## src/rtl/uart_hex_tx.sv

```systemverilog
// uart_hex_tx: prints each accepted result byte as "HH\r\n" on an 8N1 UART.
// Bytes are queued in a small FIFO; a single FSM pops one byte at a time and
// shifts out its four ASCII characters LSB first, idle-high line.
module uart_hex_tx #(
  parameter int CLK_DIV    = 100,  // clk cycles per UART bit, >= 2
  parameter int FIFO_DEPTH = 4     // power of 2, >= 2
) (
  input  logic       clk,
  input  logic       rst,
  input  logic [7:0] data_in,
  input  logic       data_vld,
  output logic       fifo_full,
  output logic       ovf,
  output logic       tx_busy,
  output logic       tx
);

  localparam int PTR_W  = $clog2(FIFO_DEPTH);
  localparam int CNT_W  = $clog2(FIFO_DEPTH + 1);
  localparam int BAUD_W = $clog2(CLK_DIV);

  localparam logic [CNT_W-1:0]  CNT_FULL  = CNT_W'(FIFO_DEPTH);
  localparam logic [BAUD_W-1:0] BAUD_LAST = BAUD_W'(CLK_DIV - 1);

  typedef enum logic [1:0] {
    ST_IDLE  = 2'd0,
    ST_START = 2'd1,
    ST_DATA  = 2'd2,
    ST_STOP  = 2'd3
  } state_t;

  // ASCII hex digit for one nibble, uppercase letters.
  function automatic logic [7:0] hex_ascii(input logic [3:0] n);
    logic [7:0] n8;
    n8 = {4'h0, n};
    if (n < 4'd10) begin
      return 8'h30 + n8;
    end
    return 8'h41 + (n8 - 8'd10);
  endfunction

  // ---------------------------------------------------------------------------
  // Result FIFO
  // ---------------------------------------------------------------------------
  logic [7:0]       mem_reg [FIFO_DEPTH];
  logic [PTR_W-1:0] wr_ptr_reg;
  logic [PTR_W-1:0] rd_ptr_reg;
  logic [CNT_W-1:0] count_reg;
  logic [CNT_W-1:0] count_next;
  logic             fifo_full_reg;
  logic             ovf_reg;
  logic             push;
  logic             pop;

  state_t           state_reg;

  // Full is judged on the registered flag only, so a push arriving while full
  // is rejected even if the FSM frees a slot in that same cycle.
  assign push = data_vld && !fifo_full_reg;
  assign pop  = (state_reg == ST_IDLE) && (count_reg != '0);

  // Occupancy after this cycle's push/pop; simultaneous push and pop cancel.
  always_comb begin
    count_next = count_reg;
    if (push && !pop) begin
      count_next = count_reg + CNT_W'(1);
    end else if (!push && pop) begin
      count_next = count_reg - CNT_W'(1);
    end
  end

  // Storage array: write port only, contents need no reset.
  always_ff @(posedge clk) begin
    if (push) begin
      mem_reg[wr_ptr_reg] <= data_in;
    end
  end

  // Pointers, occupancy, full flag and sticky overflow flag.
  always_ff @(posedge clk) begin
    if (rst) begin
      wr_ptr_reg    <= '0;
      rd_ptr_reg    <= '0;
      count_reg     <= '0;
      fifo_full_reg <= 1'b0;
      ovf_reg       <= 1'b0;
    end else begin
      // Pointers are exactly PTR_W bits wide, so they wrap modulo FIFO_DEPTH.
      if (push) begin
        wr_ptr_reg <= wr_ptr_reg + PTR_W'(1);
      end
      if (pop) begin
        rd_ptr_reg <= rd_ptr_reg + PTR_W'(1);
      end
      count_reg     <= count_next;
      fifo_full_reg <= (count_next == CNT_FULL);
      if (data_vld && fifo_full_reg) begin
        ovf_reg <= 1'b1;
      end
    end
  end

  // ---------------------------------------------------------------------------
  // Frame contents
  // ---------------------------------------------------------------------------
  logic [7:0] frame_byte_reg;
  logic [7:0] frame_chars [4];
  logic [1:0] char_idx_reg;
  logic [7:0] cur_char;

  // Registered read of the head entry; the byte stays put for the whole frame.
  always_ff @(posedge clk) begin
    if (pop) begin
      frame_byte_reg <= mem_reg[rd_ptr_reg];
    end
  end

  // Characters 0 and 1 are the high and low nibble in hex; 2 and 3 are CR, LF.
  genvar gi;
  generate
    for (gi = 0; gi < 2; gi++) begin : g_hex_chars
      assign frame_chars[gi] = hex_ascii(frame_byte_reg[7-4*gi -: 4]);
    end
  endgenerate
  assign frame_chars[2] = 8'h0D;
  assign frame_chars[3] = 8'h0A;

  assign cur_char = frame_chars[char_idx_reg];

  // ---------------------------------------------------------------------------
  // Serialiser FSM
  // ---------------------------------------------------------------------------
  logic [BAUD_W-1:0] baud_reg;
  logic [2:0]        bit_idx_reg;
  logic              tx_reg;
  logic              tx_busy_reg;
  logic              baud_done;

  assign baud_done = (baud_reg == BAUD_LAST);

  // Bit-timed state machine; tx is registered and set one cycle ahead of each
  // bit period so the line changes exactly on the state/bit boundary.
  always_ff @(posedge clk) begin
    if (rst) begin
      state_reg    <= ST_IDLE;
      baud_reg     <= '0;
      bit_idx_reg  <= '0;
      char_idx_reg <= '0;
      tx_reg       <= 1'b1;
      tx_busy_reg  <= 1'b0;
    end else begin
      case (state_reg)
        ST_IDLE: begin
          baud_reg <= '0;
          if (pop) begin
            char_idx_reg <= '0;
            bit_idx_reg  <= '0;
            tx_busy_reg  <= 1'b1;
            tx_reg       <= 1'b0;
            state_reg    <= ST_START;
          end
        end

        ST_START: begin
          if (baud_done) begin
            baud_reg    <= '0;
            bit_idx_reg <= '0;
            tx_reg      <= cur_char[0];
            state_reg   <= ST_DATA;
          end else begin
            baud_reg <= baud_reg + BAUD_W'(1);
          end
        end

        ST_DATA: begin
          if (baud_done) begin
            baud_reg <= '0;
            if (bit_idx_reg == 3'd7) begin
              tx_reg    <= 1'b1;
              state_reg <= ST_STOP;
            end else begin
              bit_idx_reg <= bit_idx_reg + 3'd1;
              tx_reg      <= cur_char[bit_idx_reg + 3'd1];
            end
          end else begin
            baud_reg <= baud_reg + BAUD_W'(1);
          end
        end

        ST_STOP: begin
          if (baud_done) begin
            baud_reg <= '0;
            if (char_idx_reg == 2'd3) begin
              // Busy drops here; IDLE may pop again in the very next cycle.
              tx_busy_reg <= 1'b0;
              state_reg   <= ST_IDLE;
            end else begin
              char_idx_reg <= char_idx_reg + 2'd1;
              tx_reg       <= 1'b0;
              state_reg    <= ST_START;
            end
          end else begin
            baud_reg <= baud_reg + BAUD_W'(1);
          end
        end

        default: begin
          baud_reg    <= '0;
          tx_reg      <= 1'b1;
          tx_busy_reg <= 1'b0;
          state_reg   <= ST_IDLE;
        end
      endcase
    end
  end

  assign fifo_full = fifo_full_reg;
  assign ovf       = ovf_reg;
  assign tx_busy   = tx_busy_reg;
  assign tx        = tx_reg;

endmodule

```

## config.mk

```make
export PLATFORM = sky130hd
export DESIGN_NAME = uart_hex_tx
export DESIGN_NICKNAME = d
export VERILOG_FILES = /design/src/rtl/uart_hex_tx.sv
export SDC_FILE = /design/constraint.sdc
export NUM_CORES = 1
export LEC_CHECK = 0
export ABC_AREA = 1
export BUFFER_PORTS_ARGS = -buffer_cell sky130_fd_sc_hd__buf_2
export CAP_MARGIN = 40
export CORE_MARGIN = 4
export CORE_UTILIZATION = 29
export DETAILED_ROUTE_END_ITERATION = 6
export GPL_ROUTABILITY_DRIVEN = 0
export SLEW_MARGIN = 20
export SYNTH_ARGS = -nofsm -noshare
export SYNTH_HDL_FRONTEND = slang
export SYNTH_SLANG_ARGS = --single-unit
```

## constraint.sdc

```tcl
create_clock -name clk -period 4.3 [get_ports clk]
set_input_delay 0.215 -clock clk [delete_from_list [all_inputs] [get_ports clk]]
set_output_delay 0.215 -clock clk [all_outputs]
set_load 0.01 [all_outputs]
```

## Word level (Yosys, flattened, before mapping)

Memories as Yosys holds them, arrays and structs flattened. A register that Yosys moved wholly into a read port is not among the register bits.
Cells that the tools add are included.

| operators by class | value |
|---|---|
| add/subtract/negate cells | 13 |
| $lt $le $gt $ge | 4 |
| equality and inequality tests | 15 |
| multiplexer cells | 44 |
| bitwise logic cells | 1 |
| reduce and logical (&&, ||, !) cells | 18 |

Operator list:

| operator | count |
|---|---|
| $mux W8 | 6 |
| $mux W3 | 6 |
| $add A7 B8 Y8 const A | 2 |
| $bmux W8 S2 | 1 |
| $mux W2 | 8 |
| $ne A2 B2 Y1 const B | 8 |
| $mux W1 | 15 |
| $reduce_and A5 Y1 | 3 |
| $add A6 B4 Y7 const A | 2 |
| $pmux W7 S2 | 1 |
| $sub A4 B4 Y5 const B | 2 |
| $pmux W3 S3 | 1 |
| $lt A4 B4 Y1 const B | 2 |
| $pmux W2 S4 | 1 |
| $reduce_and A4 Y1 | 2 |
| $add A7 B1 Y7 const B | 1 |
| $eq A7 B7 Y1 const B | 1 |
| $mux W7 | 1 |
| $add A2 B1 Y2 const B | 3 |
| $add A3 B1 Y3 const B | 2 |
| $eq A2 B2 Y1 const B | 3 |
| $eq A3 B3 Y1 const B | 2 |
| $reduce_bool A3 Y1 | 2 |
| $logic_and A1 B1 Y1 | 5 |
| other kinds (13) | 15 |

| storage, ports and cells | value |
|---|---|
| flip-flop bits (word level) | 25 |
| memory bits (writable) | 32 |
| output and inout bits | 4 |
| word-level logic and storage cells | 107 |
| memories kept | 1 |

Memory list:

| memory | depth | width | rd ports | clocked after Yosys merged registers in | wr ports | RTL line | RTL |
|---|---|---|---|---|---|---|---|
| mem_reg | 4 | 8 | 1 | 1 | 1 | 45 | `logic [7:0] mem_reg [FIFO_DEPTH];` |

## Longest topological paths before layout

| logic depth | value |
|---|---|
| depth after elaboration | 11 |
| depth in mapped cells | 20 |
| depth with buffers taken out | 19 |

## Least setup slack after synthesis

OpenSTA, ideal clock, no wires.

| timing path | value |
|---|---|
| kind | register to register |
| start point | register frame_byte_reg[1], read port of mem_reg |
| end point | register tx_reg (netlist: tx) |
| library setup time | 0.115 ns |
| arrival time | 1.671 ns |
| data required time | 4.185 ns |
| slack | 2.515 ns |
| stages on the path, launching flop included | 20 |
| path buffers | 1 |
| clock period less this slack | 1.785 ns |
| path through | edfxtp_1 inv_1 ha_1 inv_1 ha_1 buf_2 inv_1 nand2_1 nand3_1 nand2_1 nand3_1 nand3_1 nand2_1 inv_1 nand2_1 nand3_1 nand2_1 nand2_1 nand2_1 nand2_1 |

| on the way | value |
|---|---|
| cells in the longest elaborated chain, start to end | 11 |

RTL lines:

| item | RTL line | RTL |
|---|---|---|
| from (decl) | 106 | `logic [7:0] frame_byte_reg;` |
| $sub A4 B4 Y5, or another cell as far along | 39 | `return 8'h41 + (n8 - 8'd10);` |
| $add A7 B8 Y8, or another cell as far along | 39 |  |
| $mux W8 * | 39 |  |
| $bmux W8 S2 * | 128 | `assign cur_char = frame_chars[char_idx_reg];` |
| $mux W8 (implied by the code) * (2 in a row) | 128 |  |
| $bmux W1 S3 | 183 | `tx_reg <= cur_char[bit_idx_reg + 3'd1];` |
| $mux W1 (implied by the code) | 183 |  |
| $mux W1 | 178 | `if (bit_idx_reg == 3'd7) begin` |
| $mux W1 | 176 | `if (baud_done) begin` |
| $pmux W1 S4 * | 152 | `case (state_reg)` |
| to (signal assigned) | 168 | `tx_reg <= cur_char[0];` |
| to (signal assigned) | 183 |  |
| to (decl) | 135 | `logic tx_reg;` |

Mark *: on every way between the ends. The rest lies on a longest branch, timed or not. The select of a mux whose other input is x is not followed.
A chain may end at the register's enable or synchronous reset.

## Worst setup path after layout

| timing path | value |
|---|---|
| start point | register frame_byte_reg[5], read port of mem_reg |
| end point | register tx_reg (netlist: tx) |

The elaborated chain is that of the path after synthesis.

==> summary.txt <==
Placed design
  – Post-DP HPWL: 4.46 mm
  – PortBufs: 14

CTS
  – CTS max path bufs: 2
  – Post-CTS setup buffers: 0
  – CTS tree: built
  – Clk Latency, worst-skew pair: 320 ps
  – Num CTS Buffers: 9
  – H-tree level count: 3
  – Sink Count: 65
  – Post-cts repair resize count: 0
  – Hold-fix buffers, CTS: 0
  – Clock Pin Slew Worst Setup and Hold Paths: 60 ps
  – Root Buffer: clkbuf_16

Global routing
  – Grt ovf: 0
  – Number of global-route vias before repair: 2,473
  – Largest net degree at the start of global routing: 19
  – Initial antenna violation count: 0
  – Met1 usage: 13.0%
  – Met2 Use GR: 18.0%
  – Top Usage Layer GRT: met2
  – Global-route wire length before repair: 11.3 mm
  – GRT met3 Usage: 3.11%
  – Gr usage total: 10.5%

Finish
  – # nets final: 433
  – P&R area growth vs syn: 15.9%
  – Antenna cells: 0
  – Most common cell after layout, fill and taps aside: nand2_1
  – Commonest cells after routing, fill and taps aside: nand2_1, inv_1, nor2_1
  – Largest register FFs: 32
  – Fill count: 1,114
  – Share of layout cells above drive strength 1: 11.6%

Critical path
  – Worst setup SP type: register
  – Crit Reg-Reg Endpoint: tx
  – WP data required: 4520 ps
  – Reg2Reg Depth: 17
  – Setup crit end: tx
  – Crit. End Element: register
  – CP max FO: 5
  – Crit path launch: frame_byte_reg[5]
  – R2r setup slk: 2260 ps
  – Crit Path Class: register to register
  – Worst path arrival time: 2260 ps
  – RR Startpoint: frame_byte_reg[5]

Synth
  – Synth Register Bits: 65
  – Syn Std Cell Area: 3340 sq um
  – Syn Area/Cell: 8.79 sq um
  – Yosys Warn Count: 0
  – Synth Flop Type: edfxtp_1
  – Syn Inst Count: 380
  – Syn Nets: 414
  – Post-synth EDFFs: 40
  – Synth unique cells: 34
  – Sequential-to-total area share from yosys stat: 51.0%
  – Asr flop ratio synth: 0%

Timing
  – Worst Hold Margin: 100 ps
  – Setup violations, final: 0
  – Minimum clock period: 2040 ps
  – Post-route clock period utilization: 47.4%
  – Final TNS setup: 0 ps
  – Clock Skew: 7.80 ps
  – RSZ-0062 raised after global routing: no
  – Slew @ Worst Pin: 783 ps
  – Max-slew violations: 0
  – Fin. Hold Viols: 0
  – Slew HR: 47.6%
  – Peak Freq: 491 MHz

Detailed routing
  – Detail Route Antenna Nets: 0
  – Via total after detailed routing: 2,487
  – Vias/cell: 4.57
  – First-pass DRT Iterations: 4
  – Routed WL: 6.37 mm
  – Residual DRC: 0
  – WL/cell: 11.7 um
  – Initial DRC count: 66

Power
  – Comb power frac: 38.3%
  – P_leak: 1.61 nW
  – Pwr dens: 702 nW/um^2
  – Sw frac: 38.9%
  – Clock network power share: 27.5%
  – VDD IR-drop max: 0.347 mV
  – Sw Pwr: 0.00106 W
  – Part of the power in registers: 34.2%
  – Internal Power: 0.00166 W

Min path
  – Worst hold path class: input pin to register
  – Hold path start: data_in[0]

Floorplan
  – Die Y: 115 um
  – Die area: 13,300 sq um
  – Initial Utilization: 30.3%
  – I/O pin count: 15
  – Core Box Area: 11,000 sq um
  – DIE WIDTH: 115 um
  – # rows: 38

Job
  – Max_cap viols: 0

Status
  – Status: complete, no violations
==> power groups by stage <==
stage               Clock (W)  Combinational (W)  Sequential, W
floorplan                   0           0.000848       0.000894
global placement            0            0.00101       0.000938
detailed placement          0            0.00103       0.000942
CTS                  0.000762            0.00104       0.000930
global route         0.000795            0.00121       0.000950
finish               0.000748            0.00104       0.000929
==> layer usage <==
| metal | up-vias | wire (um) |
|---|---|---|
| li1 | 1299 | - |
| met1 | 1154 | 3060 |
| met2 | 30 | 3120 |
| met3 | 4 | 166 |
| met4 | 0 | 28 |
| met5 | - | 0 |
==> per-stage QoR <==
step / total power, W / instance area, sq um / std cells / utilization (%) / setup slack (ps)
after floorplan: 0.00174 / 3340 / 380 / - / 2510
after global placement: 0.00195 / 3550 / 527 / 32.2 / 2360
after detailed placement: 0.00197 / 3550 / 527 / 32.2 / 2300
after CTS: 0.00273 / 3860 / 543 / 35.0 / 2290
after global routing: 0.00296 / 3870 / 544 / 35.1 / 1960
final: 0.00272 / 3870 / 544 / 35.1 / 2260
==> final cells by class <==
cell class                      instances  area [sq um]  area share [%]
Sequential cell                        65          1700            44.0
Multi-Input combinational cell        252          1400            36.1
Clock buffer                            9           225            5.82
Inverter                               56           210            5.43
Tap cell                              140           175            4.53
Clock inverter                          7          82.6            2.13
Timing Repair Buffer                   15          77.6            2.00
==> critical path, cell delays in order (launching register included) <==
cell,delay [ps]
edfxtp_1,370
inv_1,140
ha_1,170
inv_1,40
ha_1,350
nand4_1,140
inv_1,80
nand2_1,40
nand2_1,90
nand2_1,50
nand2_1,60
nand2_1,50
nand3_1,70
nand3_1,70
nand2_1,60
nand2_1,60
nand2_1,50
nand2_1,40
==> kinds of logic (layout without fill, tap and decap cells) <==
group | Yosys count | after routing | synth area share, %
adders and majority gates | 23 | 23 | 8.62
and+or+nand+nor | 167 | 167 | 22.6
xor gates and xnor gates | 2 | 2 | 0.525
AOI/OAI and AO/OA | 60 | 60 | 10.1
buffers and inverters | 63 | 87 | 7.19
DFF | 65 | 65 | 51.0
==> worst min path at each step <==
stage	to	slack (ps)	cells past startpoint
after floorplan	bit_idx_reg[0]	290	1
after global placement	mem_reg[2][3]	430	1
after detailed placement	mem_reg[3][4]	430	1
after CTS	mem_reg[3][4]	90	1
after global routing	mem_reg[3][5]	100	1
final	mem_reg[2][0]	100	1
==> synth_stat cells (all sizes together) (2+ instances only) <==
cell	count	area, sq um
nor3	5	41.3
clkbuf	4	15.0
ha	23	288
nor2	51	201
o22ai	8	50.1
nor3b	2	15.0
edfxtp	40	1200
nand2	76	288
nand3	20	118
buf	3	15.0
o21ai	28	148
a31oi	2	12.5
a21oi	19	95.1
nand4	6	43.8
nand3b	4	30.0
inv	56	210
dfxtp	25	500
xor2	2	17.5
Note: power is estimated with default switching activity, not from simulation.
